<file path="src/rtl/uart_rx_fsm_if.sv">
// Serial line, frame configuration and recovered-word strobes between the
// line driver (master) and the UART receiver (slave).
interface uart_rx_fsm_if #(
    parameter int DATA_LENGTH = 8,
    parameter int PRESCALE_W  = 6
);
    logic                   RX_IN;
    logic [PRESCALE_W-1:0]  PRESCALE;
    logic                   PAR_EN;
    logic                   PAR_TYP;
    logic [DATA_LENGTH-1:0] P_DATA;
    logic                   DATA_VALID;
    logic                   PAR_ERR;
    logic                   STP_ERR;

    modport master (
        output RX_IN,
        output PRESCALE,
        output PAR_EN,
        output PAR_TYP,
        input  P_DATA,
        input  DATA_VALID,
        input  PAR_ERR,
        input  STP_ERR
    );

    modport slave (
        input  RX_IN,
        input  PRESCALE,
        input  PAR_EN,
        input  PAR_TYP,
        output P_DATA,
        output DATA_VALID,
        output PAR_ERR,
        output STP_ERR
    );
endinterface

</file>
<file path="src/rtl/uart_rx_fsm.sv">
// Oversampling UART receiver: 3-point majority per bit, LSB-first data,
// optional parity, one stop bit, one-cycle result/error strobes.
module uart_rx_fsm #(
    parameter int DATA_LENGTH = 8,
    parameter int PRESCALE_W  = 6
) (
    input  logic         CLK,
    input  logic         RST,
    uart_rx_fsm_if.slave bus
);
    localparam int BCW = (DATA_LENGTH > 1) ? $clog2(DATA_LENGTH) : 1;

    localparam logic [PRESCALE_W-1:0]  EC_ZERO   = {PRESCALE_W{1'b0}};
    localparam logic [PRESCALE_W-1:0]  EC_ONE    = {{(PRESCALE_W-1){1'b0}}, 1'b1};
    localparam logic [BCW-1:0]         BC_ZERO   = {BCW{1'b0}};
    localparam logic [BCW-1:0]         BC_ONE    = {{(BCW-1){1'b0}}, 1'b1};
    localparam logic [BCW-1:0]         BC_LAST   = BCW'(DATA_LENGTH - 1);
    localparam logic [DATA_LENGTH-1:0] WORD_ZERO = {DATA_LENGTH{1'b0}};

    typedef enum logic [2:0] {
        S_IDLE   = 3'd0,
        S_START  = 3'd1,
        S_DATA   = 3'd2,
        S_PARITY = 3'd3,
        S_STOP   = 3'd4
    } state_t;

    function automatic logic majority3(input logic [2:0] s);
        return (s[0] & s[1]) | (s[0] & s[2]) | (s[1] & s[2]);
    endfunction

    function automatic logic parity_bit(input logic [DATA_LENGTH-1:0] d, input logic odd);
        return odd ? ~^d : ^d;
    endfunction

    state_t                 state_q;
    logic [PRESCALE_W-1:0]  edge_cnt_q;
    logic [PRESCALE_W-1:0]  prescale_q;
    logic [BCW-1:0]         bit_cnt_q;
    logic                   par_en_q;
    logic                   par_typ_q;
    logic [2:0]             samp_q;
    logic [DATA_LENGTH-1:0] shadow_q;
    logic [DATA_LENGTH-1:0] p_data_q;
    logic                   par_bad_q;
    logic                   data_valid_q;
    logic                   par_err_q;
    logic                   stp_err_q;

    logic [PRESCALE_W-1:0]  half_s;
    logic                   sample_s;
    logic                   bit_end_s;
    logic                   maj_s;

    // Bit-timing decode from the latched prescale: sample window and bit end.
    always_comb begin
        half_s    = prescale_q >> 1;
        sample_s  = (edge_cnt_q == (half_s - EC_ONE)) ||
                    (edge_cnt_q == half_s) ||
                    (edge_cnt_q == (half_s + EC_ONE));
        bit_end_s = (edge_cnt_q == (prescale_q - EC_ONE));
        maj_s     = majority3(samp_q);
    end

    // Receive FSM: start detect, sampling, deserialisation and end-of-frame strobes.
    always_ff @(posedge CLK) begin
        if (!RST) begin
            state_q      <= S_IDLE;
            edge_cnt_q   <= EC_ZERO;
            prescale_q   <= EC_ZERO;
            bit_cnt_q    <= BC_ZERO;
            par_en_q     <= 1'b0;
            par_typ_q    <= 1'b0;
            samp_q       <= 3'b000;
            shadow_q     <= WORD_ZERO;
            p_data_q     <= WORD_ZERO;
            par_bad_q    <= 1'b0;
            data_valid_q <= 1'b0;
            par_err_q    <= 1'b0;
            stp_err_q    <= 1'b0;
        end else begin
            data_valid_q <= 1'b0;
            par_err_q    <= 1'b0;
            stp_err_q    <= 1'b0;

            if (state_q != S_IDLE) begin
                edge_cnt_q <= bit_end_s ? EC_ZERO : (edge_cnt_q + EC_ONE);
                if (sample_s) begin
                    samp_q <= {samp_q[1:0], bus.RX_IN};
                end else begin
                    samp_q <= samp_q;
                end
            end else begin
                edge_cnt_q <= EC_ZERO;
            end

            case (state_q)
                S_IDLE: begin
                    // The detect cycle counts as edge 0 of the start bit.
                    if (!bus.RX_IN) begin
                        state_q    <= S_START;
                        edge_cnt_q <= EC_ONE;
                        bit_cnt_q  <= BC_ZERO;
                        prescale_q <= bus.PRESCALE;
                        par_en_q   <= bus.PAR_EN;
                        par_typ_q  <= bus.PAR_TYP;
                        par_bad_q  <= 1'b0;
                    end else begin
                        state_q <= S_IDLE;
                    end
                end
                S_START: begin
                    if (bit_end_s) begin
                        state_q <= maj_s ? S_IDLE : S_DATA;
                    end else begin
                        state_q <= S_START;
                    end
                end
                S_DATA: begin
                    if (bit_end_s) begin
                        shadow_q <= {maj_s, shadow_q[DATA_LENGTH-1:1]};
                        if (bit_cnt_q == BC_LAST) begin
                            bit_cnt_q <= BC_ZERO;
                            state_q   <= par_en_q ? S_PARITY : S_STOP;
                        end else begin
                            bit_cnt_q <= bit_cnt_q + BC_ONE;
                        end
                    end else begin
                        state_q <= S_DATA;
                    end
                end
                S_PARITY: begin
                    if (bit_end_s) begin
                        par_bad_q <= (maj_s != parity_bit(shadow_q, par_typ_q));
                        state_q   <= S_STOP;
                    end else begin
                        state_q <= S_PARITY;
                    end
                end
                S_STOP: begin
                    // Back in IDLE during the strobe cycle so a following start is not lost.
                    if (bit_end_s) begin
                        state_q   <= S_IDLE;
                        par_err_q <= par_bad_q;
                        stp_err_q <= ~maj_s;
                        if (!par_bad_q && maj_s) begin
                            data_valid_q <= 1'b1;
                            p_data_q     <= shadow_q;
                        end else begin
                            data_valid_q <= 1'b0;
                        end
                    end else begin
                        state_q <= S_STOP;
                    end
                end
                default: begin
                    state_q <= S_IDLE;
                end
            endcase
        end
    end

    assign bus.P_DATA     = p_data_q;
    assign bus.DATA_VALID = data_valid_q;
    assign bus.PAR_ERR    = par_err_q;
    assign bus.STP_ERR    = stp_err_q;
endmodule

</file>
<file path="src/flat_wrapper.sv">
// flat-port wrapper written by rule: the top's interface ports become plain ports
module uart_rx_fsm_flat 
#(
    parameter int DATA_LENGTH = 8,
    parameter int PRESCALE_W  = 6
)
  (CLK, RST, bus_RX_IN, bus_PRESCALE, bus_PAR_EN, bus_PAR_TYP, bus_P_DATA, bus_DATA_VALID, bus_PAR_ERR, bus_STP_ERR);
  uart_rx_fsm_if #(.DATA_LENGTH(DATA_LENGTH), .PRESCALE_W(PRESCALE_W)) bus_i ();
  input  logic CLK;
  input  logic RST;
  input wire logic [$bits(bus_i.RX_IN)-1:0] bus_RX_IN;
  input wire logic [$bits(bus_i.PRESCALE)-1:0] bus_PRESCALE;
  input wire logic [$bits(bus_i.PAR_EN)-1:0] bus_PAR_EN;
  input wire logic [$bits(bus_i.PAR_TYP)-1:0] bus_PAR_TYP;
  output wire logic [$bits(bus_i.P_DATA)-1:0] bus_P_DATA;
  output wire logic [$bits(bus_i.DATA_VALID)-1:0] bus_DATA_VALID;
  output wire logic [$bits(bus_i.PAR_ERR)-1:0] bus_PAR_ERR;
  output wire logic [$bits(bus_i.STP_ERR)-1:0] bus_STP_ERR;
  assign bus_i.RX_IN = bus_RX_IN;
  assign bus_i.PRESCALE = bus_PRESCALE;
  assign bus_i.PAR_EN = bus_PAR_EN;
  assign bus_i.PAR_TYP = bus_PAR_TYP;
  assign bus_P_DATA = bus_i.P_DATA;
  assign bus_DATA_VALID = bus_i.DATA_VALID;
  assign bus_PAR_ERR = bus_i.PAR_ERR;
  assign bus_STP_ERR = bus_i.STP_ERR;
  uart_rx_fsm #(.DATA_LENGTH(DATA_LENGTH), .PRESCALE_W(PRESCALE_W)) u_core (.CLK(CLK), .RST(RST), .bus(bus_i));
endmodule
</file>
<file path="config.mk">
export PLATFORM = sky130hd
export DESIGN_NAME = uart_rx_fsm_flat
export DESIGN_NICKNAME = d
export VERILOG_FILES = /design/src/rtl/uart_rx_fsm_if.sv /design/src/rtl/uart_rx_fsm.sv /design/src/flat_wrapper.sv
export SDC_FILE = /design/constraint.sdc
export NUM_CORES = 1
export LEC_CHECK = 0
export BUFFER_PORTS_ARGS = -buffer_cell sky130_fd_sc_hd__buf_2
export CORE_UTILIZATION = 35
export DETAILED_ROUTE_END_ITERATION = 10
export PLACE_DENSITY_LB_ADDON = 0.2
export SYNTH_ARGS = -nofsm -noshare
export SYNTH_HDL_FRONTEND = slang
export SYNTH_SLANG_ARGS = --single-unit
</file>
<file path="constraint.sdc">
create_clock -name CLK -period 2.3 [get_ports CLK]
set_input_delay 0.345 -clock CLK [delete_from_list [all_inputs] [get_ports CLK]]
set_output_delay 0.345 -clock CLK [all_outputs]
set_load 0.03 [all_outputs]
</file>
==> results.json, run 1 <==
{
  "holdCritPathClass": "input port to flop",
  "grt_use_total_pct": 15.1,
  "drt_iter0_markers": 38,
  "dr.pass1.iters": 4,
  "fmax_mhz": 454,
  "setup_viol": 0,
  "final_cell_count_no_fill": 375,
  "die-width_um": 83.3,
  "synthCells": 267,
  "yosysMostFrequentCell": "dfxtp_1",
  "clkLatencyLatePin_ns": 0.30,
  "hold_violations": 0,
  "maxSlewHeadroom_pct": 70.1,
  "synth_fp_nets": 285,
  "area_growth_pct": 19.1,
  "drc": 0,
  "fin_util_pct": 43.2,
  "ios": 22,
  "fp-row-count": 29,
  "initial_utilization_pct": 36.3,
  "dieArea_um2": 6950,
  "synth_area_per_cell_um2": 8.67,
  "async_flop_share_pct": 0,
  "worstPathMaxFanout": 16,
  "cap_violations": 0,
  "ir_worst_vdd_mv": 0.246,
  "vias": 1906,
  "worstHoldStart": "bus_PRESCALE[2]",
  "wire_per_inst_um": 12.8,
  "htreeDepth": 2,
  "critPathArrivalTime_ns": 2.40,
  "ys.warnings.count": 0,
  "routed_wl_um": 4800,
  "synth_edf_count": 0,
  "worstPathRequired_ns": 2.50,
  "synthesis.area_um2": 2320,
  "ant_nets": 0,
  "worstRegToRegCells": 8,
  "drive_above_1_share_pct": 20.8,
  "path_clk_slew_ns": 0.09,
  "met2_usage_pct": 24.3,
  "cts_buffers": 5,
  "cts-root-buf": "clkbuf_8",
  "ys_ff_latch": 43,
  "core_um2": 6390,
  "cts_tree": "done",
  "regArea_um2": 863,
  "synthTopCellsByCount": "43 x dfxtp_1, 35 x nand2_1, 25 x nor2_1",
  "die_y_um": 83.3,
  "maxSlewViolCount": 0,
  "r2r-start": "u_core.prescale_q[1]$_SDFFE_PN0P_",
  "yosysTopAreaCell": "dfxtp_1",
  "r2r_slack_ns": 0.1,
  "cts.sinks": 43,
  "min_period_over_period_pct": 95.8,
  "netlist.area_leader.share_pct": 37.2,
  "grt_setup_unrepaired": "no",
  "synth_ff_type": "dfxtp_1",
  "busiest_layer": "met2",
  "fin_nets": 315,
  "diodes": 0,
  "final_area_um2": 2760,
  "min_period_ns": 2.20,
  "via_per_inst": 5.08,
  "post-place-cells": 367,
  "finalClockSkew_ns": 0.00930,
  "cts_buffer_depth": 2,
  "cts_setup_buffers": 0,
  "synth.distinct_cells": 48,
  "ys_seq_area_share_pct": 37.2,
  "n_fill_cell": 637,
  "power_leakage_nw": 1.07,
  "use_met3_pct": 3.08,
  "synthTopCellsByArea": "dfxtp_1 37%, xnor2_1 6.1%, nand2_1 5.7%",
  "cp-end-kind": "flop",
  "worst_pin_slew_ns": 0.446,
  "grt_first_pass_wirelength_um": 8520,
  "met1_usage_pct": 19.7,
  "worstSetupPathType": "flop to flop",
  "power_density_nw_per_um2": 585,
  "grt_pass1_vias": 1841,
  "antenna_found_initial": 0,
  "grt_overflow_total": 0,
  "holdPathStages": 3,
  "place_congestion": 0.806,
  "io_buffers": 21,
  "multi_input_area_um2": 1410,
  "grt_max_degree": 26,
  "r2r-end": "u_core.bus.P_DATA[0]$_SDFFE_PN0P_",
  "dpl_cell_area_um2": 2640,
  "status": "completed",
  "whs_endpoint": "u_core.prescale_q[2]$_SDFFE_PN0P_",
  "hpwl_um": 3530,
  "start_kind": "flop"
}
routing by layer:
layer,up-vias,part of all wire [%]
met5,-,0
met4,0,1.9
met3,10,3.1
met2,25,46
met1,894,49
li1,977,-
final cells by class:
cell class	instances	area share, %
Timing Repair Buffer	40	9.12
Inverter	6	0.907
Clock buffer	5	2.49
Sequential cell	43	31.3
Clock inverter	3	1.68
Tap cell	77	3.49
Multi-Input combinational cell	201	51.0
layout by cell type (no fill, tap or decap), types with 7 or more instances in the layout:
master and count:
buf_4 18, a21boi_0 10, a31o_1 8, mux2i_1 11, xnor2_1 15, xor2_1 15, nor2_1 25, nand2_1 35
o21ai_0 7, nor2b_1 11, dfxtp_1 41, buf_2 21
worst max path at each step:
stage                                        endpoint                              start  slack [ns]
floorplan           u_core.bus.P_DATA[1]$_SDFFE_PN0P_  u_core.prescale_q[2]$_SDFFE_PN0P_       -0.02
detailed placement  u_core.bus.P_DATA[3]$_SDFFE_PN0P_  u_core.prescale_q[1]$_SDFFE_PN0P_        0.12
CTS                 u_core.bus.P_DATA[1]$_SDFFE_PN0P_  u_core.prescale_q[1]$_SDFFE_PN0P_        0.09
global route        u_core.bus.P_DATA[1]$_SDFFE_PN0P_  u_core.prescale_q[1]$_SDFFE_PN0P_       0.008
finish              u_core.bus.P_DATA[0]$_SDFFE_PN0P_  u_core.prescale_q[1]$_SDFFE_PN0P_         0.1
global placement    u_core.bus.P_DATA[7]$_SDFFE_PN0P_  u_core.prescale_q[1]$_SDFFE_PN0P_        0.15
flip-flops by register name, summed over array words and instances (netlist names):
signal,cells
u_core.bus.P_DATA,8
u_core.shadow_q,8
u_core.edge_cnt_q,6
u_core.prescale_q,6
u_core.bit_cnt_q,3
u_core.samp_q,3
u_core.state_q,3
u_core.bus.DATA_VALID,1
u_core.bus.PAR_ERR,1
u_core.bus.STP_ERR,1
u_core.par_bad_q,1
u_core.par_en_q,1
u_core.par_typ_q,1
where the power goes:
group / total, W / switching [W] / internal, W
Sequential: 0.000778 / 0.0000182 / 0.000759
Clock: 0.000612 / 0.000285 / 0.000327
Combinational: 0.000223 / 0.000120 / 0.000103
kinds of logic after synthesis:
logic type	share of synthesized area, %
AOI/OAI and AO/OA	15.8
xor gates and xnor gates	11.7
adders and majority gates	4.21
buffers and inverters	4.38
DFF	37.2
muxes	4.75
and+or+nand+nor	21.9
repair_timing:
item | 4_1_cts | 5_1_grt
hold buffers | 0 | 0
endpoints found under the setup margin | 0 | 1
gates resized for setup | 0 | 2
stage by stage:
stage	TNS [ns]	hold WS, ns	total power, W	setup slack, ns
4_1_cts	0	0.270	0.00164	0.0939
3_5_place_dp	0	0.460	0.00102	0.121
5_1_grt	0	0.282	0.00169	0.00828
6_report	0	0.276	0.00161	0.0965
2_1_floorplan	-0.150	0.436	0.000957	-0.0187
3_3_place_gp	0	0.454	0.00102	0.147
worst max-delay path, cell delays in order, from the launching register on:
cell,delay (ns)
dfxtp_2,0.33
inv_2,0.08
ha_4,0.16
a21boi_4,0.23
and3_4,0.22
o2111ai_4,0.11
or4b_1,0.54
buf_4,0.20
a31o_1,0.22
Note: power is estimated with default switching activity, not from simulation.
==> inputs of run 2 (changes only) <==
MAX_ROUTING_LAYER = met4   (was unset)
==> run 2 against run 1 <==
Effect of this change:
- fmax barely moved
- via count up 0.31%
- clock skew barely moved
- global-route usage rose by 0.43 points
- hold slack improved by 0.0016 ns
- first-iteration DRC count grew 2.6%
- final cell count stayed put
- routed wire length shrank 0.10%
- clock power hardly changed
- flip-flop and latch count unchanged
- non-clock buffer count did not move
- core utilization unchanged
- critical endpoint unchanged
==> results.json, run 2 (synthesis results as in run 1) <==
{
  "cts.sinks": 43,
  "n_fill_cell": 637,
  "vias": 1912,
  "status": "completed",
  "cts_setup_buffers": 0,
  "cp_num_buf_inv": 2,
  "cts_tree": "done",
  "ant_nets": 0,
  "initial_utilization_pct": 36.3,
  "layout_common_cells": "41 x dfxtp_1, 35 x nand2_1, 25 x nor2_1",
  "drt_iter0_markers": 39,
  "worst_pin_slew_ns": 0.451,
  "crit_slowest_cell": "or4b_1",
  "io_buffers": 21,
  "dieArea_um2": 6950,
  "die-width_um": 83.3,
  "die_y_um": 83.3,
  "cp_cell_sequence": "inv_2 > ha_4 > a21boi_4 > and3_4 > o2111ai_4 > or4b_1 > buf_4 > a31o_1",
  "fin_nets": 315,
  "power_density_nw_per_um2": 584,
  "area_growth_pct": 19.1,
  "path_clk_slew_ns": 0.09,
  "setup_tns_ns": 0,
  "maxSlewHeadroom_pct": 69.8,
  "cts_buffers": 5,
  "pre_cts_ws_ns": 0.121,
  "diodes": 0,
  "grt_max_degree": 26,
  "maxSlewViolCount": 0,
  "holdCritPathClass": "input port to flop",
  "fin_util_pct": 43.2,
  "fmax_mhz": 454,
  "dr.pass1.iters": 4,
  "hold_violations": 0,
  "intPower_w": 0.00119,
  "pwr-share-comb_pct": 13.9,
  "grt_first_pass_wirelength_um": 8540,
  "cp.depth": 8,
  "cp-end-kind": "flop",
  "ios": 22,
  "holdPathStages": 3,
  "p_switching_w": 0.000421,
  "cap_violations": 0,
  "place_congestion": 0.818,
  "start_kind": "flop",
  "power_leakage_nw": 1.07,
  "antenna_found_initial": 0,
  "grt_setup_unrepaired": "no",
  "cts-root-buf": "clkbuf_8",
  "r2r_slack_ns": 0.1,
  "power.share.clock_pct": 37.9,
  "clkLatencyLatePin_ns": 0.30,
  "cts_buffer_depth": 2,
  "grt_pass1_vias": 1840,
  "layout_commonest_cell": "dfxtp_1",
  "sequentialPowerShare_pct": 48.3,
  "fp-row-count": 29,
  "htreeDepth": 2,
  "cp_slowest_stage_delay_ns": 0.54,
  "worstPathRequired_ns": 2.50,
  "final_area_um2": 2760,
  "via_per_inst": 5.10,
  "min_period_ns": 2.20,
  "core_um2": 6390,
  "ctsResizeCount": 0,
  "worstSetupPathType": "flop to flop",
  "power_w": 0.00161,
  "ir_worst_vdd_mv": 0.245,
  "hold_buffers": 0,
  "wire_per_inst_um": 12.8,
  "switching_share_pct": 26.1,
  "drive_above_1_share_pct": 20.8,
  "worstRegToRegCells": 8,
  "hpwl_um": 3530,
  "critPathArrivalTime_ns": 2.40,
  "cp_top_family": "simple AND/OR/NAND/NOR gates",
  "grt_overflow_total": 0,
  "min_period_over_period_pct": 95.8,
  "setup_ws_ns": 0.0970,
  "worstPathMaxFanout": 16,
  "dpl_cell_area_um2": 2640,
  "routed_wl_um": 4800,
  "drc": 0,
  "grt_use_total_pct": 15.5,
  "finalClockSkew_ns": 0.00885,
  "setup_viol": 0
}
-- run 2: power by group through the flow --
stage	clock network, W	logic (W)	registers [W]
final	0.000610	0.000223	0.000777
after global placement	0	0.000222	0.000795
after global routing	0.000663	0.000247	0.000781
after CTS	0.000634	0.000224	0.000778
after floorplan	0	0.000168	0.000789
after detailed placement	0	0.000223	0.000795
-- run 2: final timing paths --
kind                                     start                                end
max          u_core.prescale_q[1]$_SDFFE_PN0P_  u_core.bus.P_DATA[0]$_SDFFE_PN0P_
min                            bus_PRESCALE[2]  u_core.prescale_q[2]$_SDFFE_PN0P_
max reg2reg  u_core.prescale_q[1]$_SDFFE_PN0P_  u_core.bus.P_DATA[0]$_SDFFE_PN0P_
min reg2reg      u_core.samp_q[2]$_SDFFE_PN0P_      u_core.samp_q[2]$_SDFFE_PN0P_
-- run 2: layer usage --
layer	GRT usage, %	share of wire, %	vias to the layer above
li1	-	-	977
met1	19.7	50	897
met2	24.3	46	31
met3	3.98	2.9	7
met4	4.70	1.5	0
met5	-	0	-
-- run 2: worst register-to-register path, delay by kind of cell (launching register included) --
kind                       cells  cell delay, ns
buffers and inverters          2            0.28
adders and majority gates      1            0.16
and+or+nand+nor                2            0.76
DFF                            1            0.33
AOI/OAI and AO/OA              3            0.56
-- run 2: metrics by stage --
| step | hold slack [ns] | instances |
|---|---|---|
| floorplan | 0.436 | 267 |
| global placement | 0.454 | 367 |
| detailed placement | 0.460 | 367 |
| CTS | 0.270 | 375 |
| global route | 0.281 | 375 |
| finish | 0.278 | 375 |
-- run 2: area by class of cell --
class / count / area, um2 / share of cell area [%]
Inverter: 6 / 25.0 / 0.907
Sequential cell: 43 / 863 / 31.3
Timing Repair Buffer: 40 / 251 / 9.12
Tap cell: 77 / 96.3 / 3.49
Multi-Input combinational cell: 201 / 1410 / 51.0
Clock inverter: 3 / 46.3 / 1.68
Clock buffer: 5 / 68.8 / 2.49
==> inputs of run 3 (changes only) <==
CORE_ASPECT_RATIO = 1.1   (was unset)
clock period = 2 ns   (was 2.3 ns; I/O delays follow)
==> run 3 against run 2 <==
Effect of this change:
- clock skew increased by 0.0012 ns
- the flow now finishes with violations (negative setup slack)
- first-iteration DRC count increased by 79%
- total power up 19%
- design area rose by 11%
- flip-flop and latch count is the same
- largest power group unchanged
- highest routed layer unchanged
- setup slack got worse by 0.26 ns
==> results.json, run 3 (synthesis results as in run 1) <==
{
  "routed_wl_um": 5390,
  "wire_per_inst_um": 13.6,
  "fmax_mhz": 463,
  "hold_violations": 0,
  "sequentialPowerShare_pct": 46.7,
  "diodes": 0,
  "drt_iter0_markers": 70,
  "cp_cell_sequence": "inv_4 > ha_4 > a21boi_4 > and3_4 > o2111ai_4 > or4b_4 > buf_6 > a31o_1",
  "hpwl_um": 3740,
  "via_per_inst": 4.97,
  "worst_pin_slew_ns": 0.370,
  "cp_slowest_stage_delay_ns": 0.60,
  "cp_top_family": "simple AND/OR/NAND/NOR gates",
  "grt_overflow_total": 0,
  "cts-root-buf": "clkbuf_8",
  "p_switching_w": 0.000502,
  "grt_pass1_vias": 1884,
  "ios": 22,
  "path_clk_slew_ns": 0.08,
  "grt_setup_unrepaired": "yes",
  "grt_use_total_pct": 17.1,
  "grt_max_degree": 23,
  "start_kind": "flop",
  "initial_utilization_pct": 36.9,
  "cts_buffers": 5,
  "cts.sinks": 43,
  "cts_buffer_depth": 2,
  "vias": 1968,
  "worstPathMaxFanout": 8,
  "crit_start": "u_core.prescale_q[1]$_SDFFE_PN0P_",
  "post-place-cells": 384,
  "power_density_nw_per_um2": 623,
  "io_buffers": 21,
  "layout_commonest_cell": "dfxtp_1",
  "antenna_found_initial": 0,
  "die-width_um": 79.6,
  "die_y_um": 87.3,
  "intPower_w": 0.00141,
  "worstHoldStart": "bus_PRESCALE[3]",
  "power.share.clock_pct": 35.9,
  "dieArea_um2": 6950,
  "drive_above_1_share_pct": 32.3,
  "dr.pass1.iters": 6,
  "crit_slowest_cell": "or4b_4",
  "maxSlewHeadroom_pct": 75.0,
  "grt_first_pass_wirelength_um": 8910,
  "violations": "negative setup slack",
  "final_cell_count_no_fill": 396,
  "core_um2": 6270,
  "status": "finished with violations",
  "cap_violations": 0,
  "clkLatencyLatePin_ns": 0.30,
  "ir_worst_vdd_mv": 0.326,
  "switching_share_pct": 26.2,
  "area_growth_pct": 32.4,
  "worstPathRequired_ns": 2.19,
  "holdCritPathClass": "input port to flop",
  "finalClockSkew_ns": 0.0101,
  "fp-row-count": 30,
  "holdWs_ns": 0.240,
  "hold_buffers": 0,
  "critPathArrivalTime_ns": 2.35,
  "min_period_over_period_pct": 108,
  "drc": 0,
  "cp-end-kind": "flop",
  "cp_num_buf_inv": 2,
  "worstSetupPathType": "flop to flop",
  "layout_common_cells": "39 x dfxtp_1, 35 x nand2_1, 30 x buf_4",
  "ant_nets": 0,
  "fin_nets": 333,
  "htreeDepth": 2,
  "place_congestion": 0.774,
  "r2r-start": "u_core.prescale_q[1]$_SDFFE_PN0P_",
  "cts_tree": "done",
  "pwr-share-comb_pct": 17.4,
  "setup_viol": 17,
  "min_period_ns": 2.16,
  "power_leakage_nw": 1.20,
  "setup_ws_ns": -0.160,
  "maxSlewViolCount": 0
}
run 3: area by class of cell:
class | instances | area [um2]
multi-input cells | 201 | 1540
clock inverters | 3 | 43.8
repair buffers | 58 | 417
flip-flops and latches | 43 | 866
fillers | 627 | 3200
clock buffers | 5 | 68.8
inverters | 6 | 27.5
well taps | 80 | 100
run 3: per-stage QoR:
step / util, % / instance area (um2) / TNS, ns / total power, W / setup slack [ns]
finish: 48.9 / 3070 / -1.35 / 0.00191 / -0.160
global route: 48.9 / 3070 / -2.95 / 0.00200 / -0.210
CTS: 46.7 / 2930 / -0.946 / 0.00190 / -0.0963
detailed placement: 43.8 / 2750 / -1.29 / 0.00120 / -0.0986
global placement: 43.8 / 2750 / -1.08 / 0.00120 / -0.0864
floorplan: - / 2390 / -2.83 / 0.00110 / -0.287
run 3: layer usage:
metal  routed length (um)  vias to the layer above  GRT usage, %
met5                    0                        -             -
met4                  105                        0          6.94
met3                  200                        9          3.04
met2                 2620                       33          28.0
met1                 2470                      916          20.7
li1                     -                     1010             -
run 3: power groups by stage:
stage | clock [W] | sequential, W | combinational (W)
6_report | 0.000686 | 0.000892 | 0.000333
5_1_grt | 0.000746 | 0.000894 | 0.000365
4_1_cts | 0.000704 | 0.000890 | 0.000301
3_5_place_dp | 0 | 0.000910 | 0.000290
3_3_place_gp | 0 | 0.000909 | 0.000287
2_1_floorplan | 0 | 0.000908 | 0.000193
run 3: worst register-to-register path: cells and delay by family (launching register included):
kind	cells	cell delay, ns
buffers and inverters	2	0.26
DFF	1	0.34
AOI/OAI and AO/OA	3	0.50
adders and majority gates	1	0.13
and+or+nand+nor	2	0.82
run 3: timing repair:
item	CTS	global route
pin swaps	2	8
buffers inserted	0	2
cloned	2	0
endpoints found under the setup margin	19	25
resized for setup	15	33
run 3: worst paths after layout:
check | to | slack [ns] | cells past startpoint
worst max-delay path | u_core.bus.P_DATA[7]$_SDFFE_PN0P_ | -0.16 | 8
worst min-delay path | u_core.prescale_q[3]$_SDFFE_PN0P_ | 0.24 | 3
worst max register to register | u_core.bus.P_DATA[7]$_SDFFE_PN0P_ | -0.16 | 8
worst min register to register | u_core.samp_q[2]$_SDFFE_PN0P_ | 0.48 | 2
